--- config.mk ---
export PLATFORM = sky130hd
export DESIGN_NAME = misrc_sample_packer
export DESIGN_NICKNAME = d
export VERILOG_FILES = /design/src/rtl/misrc_sample_packer.sv
export SDC_FILE = /design/constraint.sdc
export NUM_CORES = 1
export LEC_CHECK = 0
export ABC_AREA = 1
export BUFFER_PORTS_ARGS = -buffer_cell sky130_fd_sc_hd__buf_2
export CELL_PAD_IN_SITES_DETAIL_PLACEMENT = 1
export CELL_PAD_IN_SITES_GLOBAL_PLACEMENT = 1
export CORE_ASPECT_RATIO = 1.5
export CORE_MARGIN = 2
export CORE_UTILIZATION = 38
export CTS_CLUSTER_SIZE = 20
export DETAILED_ROUTE_END_ITERATION = 6
export PLACE_DENSITY = 0.8
export SLEW_MARGIN = 25
export SYNTH_ARGS = -nofsm -noshare
export SYNTH_HDL_FRONTEND = slang
export SYNTH_SLANG_ARGS = --single-unit
--- constraint.sdc ---
create_clock -name clk_adc -period 1.75 [get_ports clk_adc]
set_clock_uncertainty 0.05 [all_clocks]
set_input_delay 0.2625 -clock clk_adc [delete_from_list [all_inputs] [get_ports clk_adc]]
set_output_delay 0.2625 -clock clk_adc [all_outputs]
set_load 0.005 [all_outputs]
--- src/rtl/misrc_sample_packer.sv ---
// Packs 12-bit ADC samples plus flag bits into 32-bit FIFO words, with overflow tracking.
// Optional macro MISRC_TEST_PATTERN_EN adds a counter-based test pattern source.
module misrc_sample_packer #(
    parameter int CNT_W = 16
) (
    input  logic             clk_adc,
    input  logic             rstn,
    input  logic [11:0]      adc_a,
    input  logic [11:0]      adc_b,
    input  logic [1:0]       aux,
`ifdef MISRC_TEST_PATTERN_EN
    input  logic             test_pattern,
`endif
    input  logic             in_valid,
    input  logic [1:0]       mode,
    input  logic             fifo_full,
    output logic [31:0]      fifo_wr_data,
    output logic             fifo_wr_en,
    output logic             dword_enable_out,
    output logic [CNT_W-1:0] drop_cnt,
    output logic             ovf
);

    typedef enum logic {S0 = 1'b0, S1 = 1'b1} pack_state_t;

    pack_state_t      state_q, state_d;
    logic [1:0]       mode_q, mode_d;
    logic [15:0]      low_q, low_d;
    logic             povf_q, povf_d;
    logic [31:0]      data_q, data_d;
    logic             wr_en_q, wr_en_d;
    logic             dword_q, dword_d;
    logic [CNT_W-1:0] drop_q, drop_d;
    logic             ovf_q, ovf_d;

    logic [11:0]      smp_a, smp_b;
    logic [1:0]       smp_aux;
    logic [15:0]      hw_a, hw_b;
    logic [1:0]       eff_mode;
    logic             boundary, complete;
    logic [31:0]      word;

    function automatic logic [15:0] half_word(input logic [11:0] s, input logic [1:0] x);
        return {(s == 12'h000) || (s == 12'hFFF), 1'b0, x, s};
    endfunction

`ifdef MISRC_TEST_PATTERN_EN
    logic [11:0] tp_cnt_q;

    always_ff @(posedge clk_adc or negedge rstn) begin
        if (!rstn) begin
            tp_cnt_q <= '0;
        end else if (in_valid && test_pattern) begin
            tp_cnt_q <= tp_cnt_q + 12'd1;
        end
    end

    always_comb begin
        smp_a   = test_pattern ? tp_cnt_q : adc_a;
        smp_b   = test_pattern ? ~tp_cnt_q : adc_b;
        smp_aux = test_pattern ? 2'b00 : aux;
    end
`else
    always_comb begin
        smp_a   = adc_a;
        smp_b   = adc_b;
        smp_aux = aux;
    end
`endif

    assign hw_a = half_word(smp_a, smp_aux);
    assign hw_b = half_word(smp_b, smp_aux);

    // The mode presented on a word boundary governs that word immediately.
    assign boundary = in_valid && (state_q == S0);
    assign eff_mode = boundary ? mode : mode_q;

    always_comb begin
        state_d  = state_q;
        mode_d   = mode_q;
        dword_d  = dword_q;
        low_d    = low_q;
        complete = 1'b0;
        word     = '0;
        if (in_valid) begin
            if (boundary) begin
                mode_d  = mode;
                dword_d = (mode != 2'd0);
            end
            unique case (eff_mode)
                2'd0: begin
                    complete = 1'b1;
                    word     = {16'h0000, hw_a};
                end
                2'd1: begin
                    if (state_q == S0) begin
                        low_d   = hw_a;
                        state_d = S1;
                    end else begin
                        complete = 1'b1;
                        word     = {hw_a, low_q};
                        state_d  = S0;
                    end
                end
                default: begin
                    complete = 1'b1;
                    word     = {hw_b, hw_a};
                end
            endcase
        end
    end

    // povf is merged into bit 14 (low half-word) only when the word is actually written.
    always_comb begin
        wr_en_d = 1'b0;
        data_d  = data_q;
        povf_d  = povf_q;
        drop_d  = drop_q;
        ovf_d   = ovf_q;
        if (complete) begin
            if (fifo_full) begin
                drop_d = (drop_q == '1) ? drop_q : drop_q + CNT_W'(1);
                povf_d = 1'b1;
                ovf_d  = 1'b1;
            end else begin
                wr_en_d = 1'b1;
                data_d  = word | {17'b0, povf_q, 14'b0};
                povf_d  = 1'b0;
            end
        end
    end

    always_ff @(posedge clk_adc or negedge rstn) begin
        if (!rstn) begin
            state_q <= S0;
            mode_q  <= '0;
            low_q   <= '0;
            povf_q  <= 1'b0;
            data_q  <= '0;
            wr_en_q <= 1'b0;
            dword_q <= 1'b0;
            drop_q  <= '0;
            ovf_q   <= 1'b0;
        end else begin
            state_q <= state_d;
            mode_q  <= mode_d;
            low_q   <= low_d;
            povf_q  <= povf_d;
            data_q  <= data_d;
            wr_en_q <= wr_en_d;
            dword_q <= dword_d;
            drop_q  <= drop_d;
            ovf_q   <= ovf_d;
        end
    end

    assign fifo_wr_data     = data_q;
    assign fifo_wr_en       = wr_en_q;
    assign dword_enable_out = dword_q;
    assign drop_cnt         = drop_q;
    assign ovf              = ovf_q;

endmodule

==> summary.txt <==
Status
  – Outcome: complete, but fails checks
  – Violations in the final reports: setup timing

Layout
  – Fill cells: 1156
  – Final non-filler cell area: 4990 um^2
  – Total area of multi-input combinational cells: 1810 um^2
  – Top library cells by usage in the layout, fill and taps aside: sky130_fd_sc_hd__nand2_1, sky130_fd_sc_hd__buf_2, sky130_fd_sc_hd__dfrtp_1, sky130_fd_sc_hd__nand3_1, sky130_fd_sc_hd__buf_4
  – ANT cells: 0
  – Area added between synthesis and finish: 41.2%
  – Fraction of layout instances using a drive strength above 1: 30.0%
  – Area of all sequential standard cells: 1730 um^2
  – NumNets Final: 645
  – Final Non-Filler Cells: 729
  – Most common cell after layout, fill and taps aside: sky130_fd_sc_hd__nand2_1

Global routing
  – Maximum number of pins on one net before global-route repair: 37
  – Number of antenna violations at the first check in global routing: 0
  – Gr ovfl total: 0
  – Wire length of the first global-routing pass: 19600 um
  – Vias in the first global route: 3998
  – Global routing usage summed across all routing layers: 26.0%

STA
  – Period Utilization, post-route: 106%
  – Setup TNS after final layout: -1.21 ns
  – Hold Violations, Final: 0
  – Setup WS post-layout: -0.0963 ns
  – Minimum period implied by the final worst setup slack: 1.85 ns
  – Setup repair after global routing missed its margin: yes
  – Maximum operating frequency: 542 MHz
  – Number of pins with negative max-slew slack in the final report: 0
  – Final-report setup violation count: 27

Clocking
  – Clock latency on the worst-skew pair: 0.34 ns
  – Max H-tree Level: 3
  – Clock sinks: 69
  – Clock transition time at the flip-flop clock pins of the worst setup and hold paths: 0.06 ns
  – Clock tree from TritonCTS: built
  – Cell at the root of the clock tree: sky130_fd_sc_hd__clkbuf_16
  – Buffer levels on the longest clock path: 2
  – Number of buffers created by CTS: 9

Detailed routing
  – Total wire length: 13500 um
  – Count of unresolved DRC violations after routing: 0
  – Routed length per placed instance: 18.6 um
  – Via Count: 3852
  – Number of iterations in the first detailed-routing pass: 5
  – Average vias per placed instance: 5.28
  – Violation count after the first detailed-routing iteration: 176
  – Antenna Violating Nets Remaining: 0

Power and ir drop
  – Flop pwr share: 35.2%
  – Cell-internal power: 4.41 mW
  – Comb pwr share: 40.4%
  – Fraction of power spent switching nets: 37.8%
  – Net switching power of the design: 2.68 mW
  – Pleak: 2.78 nW
  – Largest voltage drop on the vdd net: 0.660 mV
  – Portion of total power attributed to the clock network: 24.4%
  – Power Dens Cells: 1420 nW/um^2
  – Pwr Total: 7.09 mW

Synthesis
  – Total nets after synthesis: 522
  – Post-synthesis sequential area ratio: 48.8%
  – Share of the synthesized area in the top cell type: 48.8%
  – Post-Syn Instances: 489
  – Number of different library cells in the post-synthesis netlist: 26
  – Synth area leader: sky130_fd_sc_hd__dfrtp_1
  – Flip-flop and latch count after synthesis: 69
  – Post-Syn Area per Cell: 7.23 um^2
  – Warnings from Yosys: 0
  – Most area-consuming cells after synthesis: sky130_fd_sc_hd__dfrtp_1, sky130_fd_sc_hd__nand2_1, sky130_fd_sc_hd__nand3_1
  – Synth Cell Area: 3530 um^2

Critical path
  – Worst Reg-to-Reg Cells: 8
  – CP Data Required Time: 1.98 ns
  – Worst setup SP type: register
  – Cells along the critical path: ha_2 -> nand3_2 -> buf_4 -> nor2_2 -> nand3_1 -> xnor2_1 -> nand2_4 -> nand2_1
  – Worst-path maximum fanout: 2
  – Delay of the slowest critical-path stage: 0.36 ns
  – Worst Path Arrival: 2.08 ns
  – Standard cell with the maximum stage delay on the critical path: sky130_fd_sc_hd__dfrtp_1
  – Crit end category: register
  – Crit path kind: register to register

Floorplanning
  – Row cnt: 43
  – Width of the chip: 82.7 um
  – I/O Pins: 83
  – Height of the die: 122 um
  – Effective utilization at floorplan: 38.6%
  – Core region area: 9150 um^2
  – Area enclosed by the die boundary: 10100 um^2

Place
  – Worst setup slack before clock tree synthesis: -0.199 ns
  – Count of input and output buffers: 81
  – HPWL after detailed placement: 8520 um
  – Instance count after placement with tap cells included: 695
  – Routability Congestion: 0.883
  – Placed Area: 4290 um^2

Hold path
  – Class of the most critical hold timing path: input port to register
  – Worst hold path depth: 3

Flow run
  – Number of violations of the max-capacitance limit: 0
[area by class of cell]
class | count | area share [%]
Inverter | 20 | 1.68
Multi-Input combinational cell | 382 | 36.3
Timing Repair inverter | 1 | 0.150
Clock inverter | 4 | 0.451
Clock buffer | 12 | 5.14
Tap cell | 112 | 2.81
Timing Repair Buffer | 129 | 18.8
Sequential cell | 69 | 34.6
[cell usage after synthesis]
cell,number
sky130_fd_sc_hd__a21oi_1,1
sky130_fd_sc_hd__a31oi_1,1
sky130_fd_sc_hd__buf_2,10
sky130_fd_sc_hd__buf_4,2
sky130_fd_sc_hd__buf_6,1
sky130_fd_sc_hd__clkbuf_1,6
sky130_fd_sc_hd__clkinv_1,1
sky130_fd_sc_hd__conb_1,1
sky130_fd_sc_hd__dfrtp_1,69
sky130_fd_sc_hd__ha_1,1
sky130_fd_sc_hd__inv_1,17
sky130_fd_sc_hd__inv_2,2
sky130_fd_sc_hd__nand2_1,256
sky130_fd_sc_hd__nand2_2,2
sky130_fd_sc_hd__nand2_4,1
sky130_fd_sc_hd__nand3_1,47
sky130_fd_sc_hd__nand3_2,1
sky130_fd_sc_hd__nand3b_1,1
sky130_fd_sc_hd__nand4_1,3
sky130_fd_sc_hd__nor2_1,30
sky130_fd_sc_hd__nor2_2,2
sky130_fd_sc_hd__nor2_4,1
sky130_fd_sc_hd__nor3_1,4
sky130_fd_sc_hd__o21ai_0,16
sky130_fd_sc_hd__xnor2_1,7
sky130_fd_sc_hd__xor2_1,6
[critical path: cells and delay by family, from the launching register on]
kind / cells / cell delay [ns]
AND/OR/NAND/NOR: 5 / 0.66
flip-flops: 1 / 0.36
adder cells (fa/ha/maj): 1 / 0.21
XOR/XNOR: 1 / 0.32
buffers and inverters: 1 / 0.18
[metal layers]
layer,wire [um],GRT usage [%],vias up
met4,747,15.5,0
met1,4740,26.8,1908
met5,0,0,-
met3,551,4.52,48
met2,7490,47.4,125
li1,-,-,1771
[cell families (layout without fill, tap and decap cells)]
family / Yosys count / in the layout / share of synthesized area (%)
other: 1 / 1 / 0.106
AND/OR/NAND/NOR: 348 / 349 / 40.0
flip-flops: 69 / 69 / 48.8
AO/OA/AOI/OAI: 18 / 18 / 2.58
adder cells (fa/ha/maj): 1 / 1 / 0.354
XOR/XNOR: 13 / 13 / 3.22
buffers and inverters: 39 / 166 / 4.92
[final timing paths]
| kind | endpoint | slack [ns] | startpoint |
|---|---|---|---|
| max | drop_cnt[14] | -0.1 | drop_cnt[1] |
| min | low_q[13] | 0.14 | aux[1] |
| max reg2reg | drop_cnt[14] | -0.1 | drop_cnt[1] |
| min reg2reg | fifo_wr_data[0] | 0.42 | fifo_wr_data[0] |
| max in group asynchronous | drop_cnt[11] | 0.68 | rstn |
| min in group asynchronous | fifo_wr_data[10] | 0.37 | rstn |
[sequential cells by signal, summed over array words and instances (netlist names)]
signal            cells
mode_q                2
fifo_wr_en            1
low_q                15
drop_cnt             16
fifo_wr_data         31
ovf                   1
dword_enable_out      1
povf_q                1
state_q               1
[power by group through the flow]
stage | combinational [mW] | clock, mW | sequential (mW)
finish | 2.86 | 1.73 | 2.50
global route | 3.15 | 1.81 | 2.56
CTS | 2.50 | 1.74 | 2.48
detailed placement | 2.30 | 0 | 2.49
global placement | 2.21 | 0 | 2.46
floorplan | 1.14 | 0 | 2.48
[repair_timing]
item	in CTS	in global routing
hold buffers	1	0
pin swaps	5	21
setup endpoints to repair	44	43
cloned	2	4
hold endpoints to repair	18	0
setup buffers	7	5
gates resized for setup	17	48
[stage by stage]
| stage | utilization, % | hold WS (ns) |
|---|---|---|
| floorplan | - | -0.0831 |
| global placement | 46.8 | 0.195 |
| detailed placement | 46.9 | 0.203 |
| CTS | 51.6 | 0.135 |
| global route | 54.6 | 0.163 |
| finish | 54.6 | 0.137 |
Power figures use the tool's default switching activity.
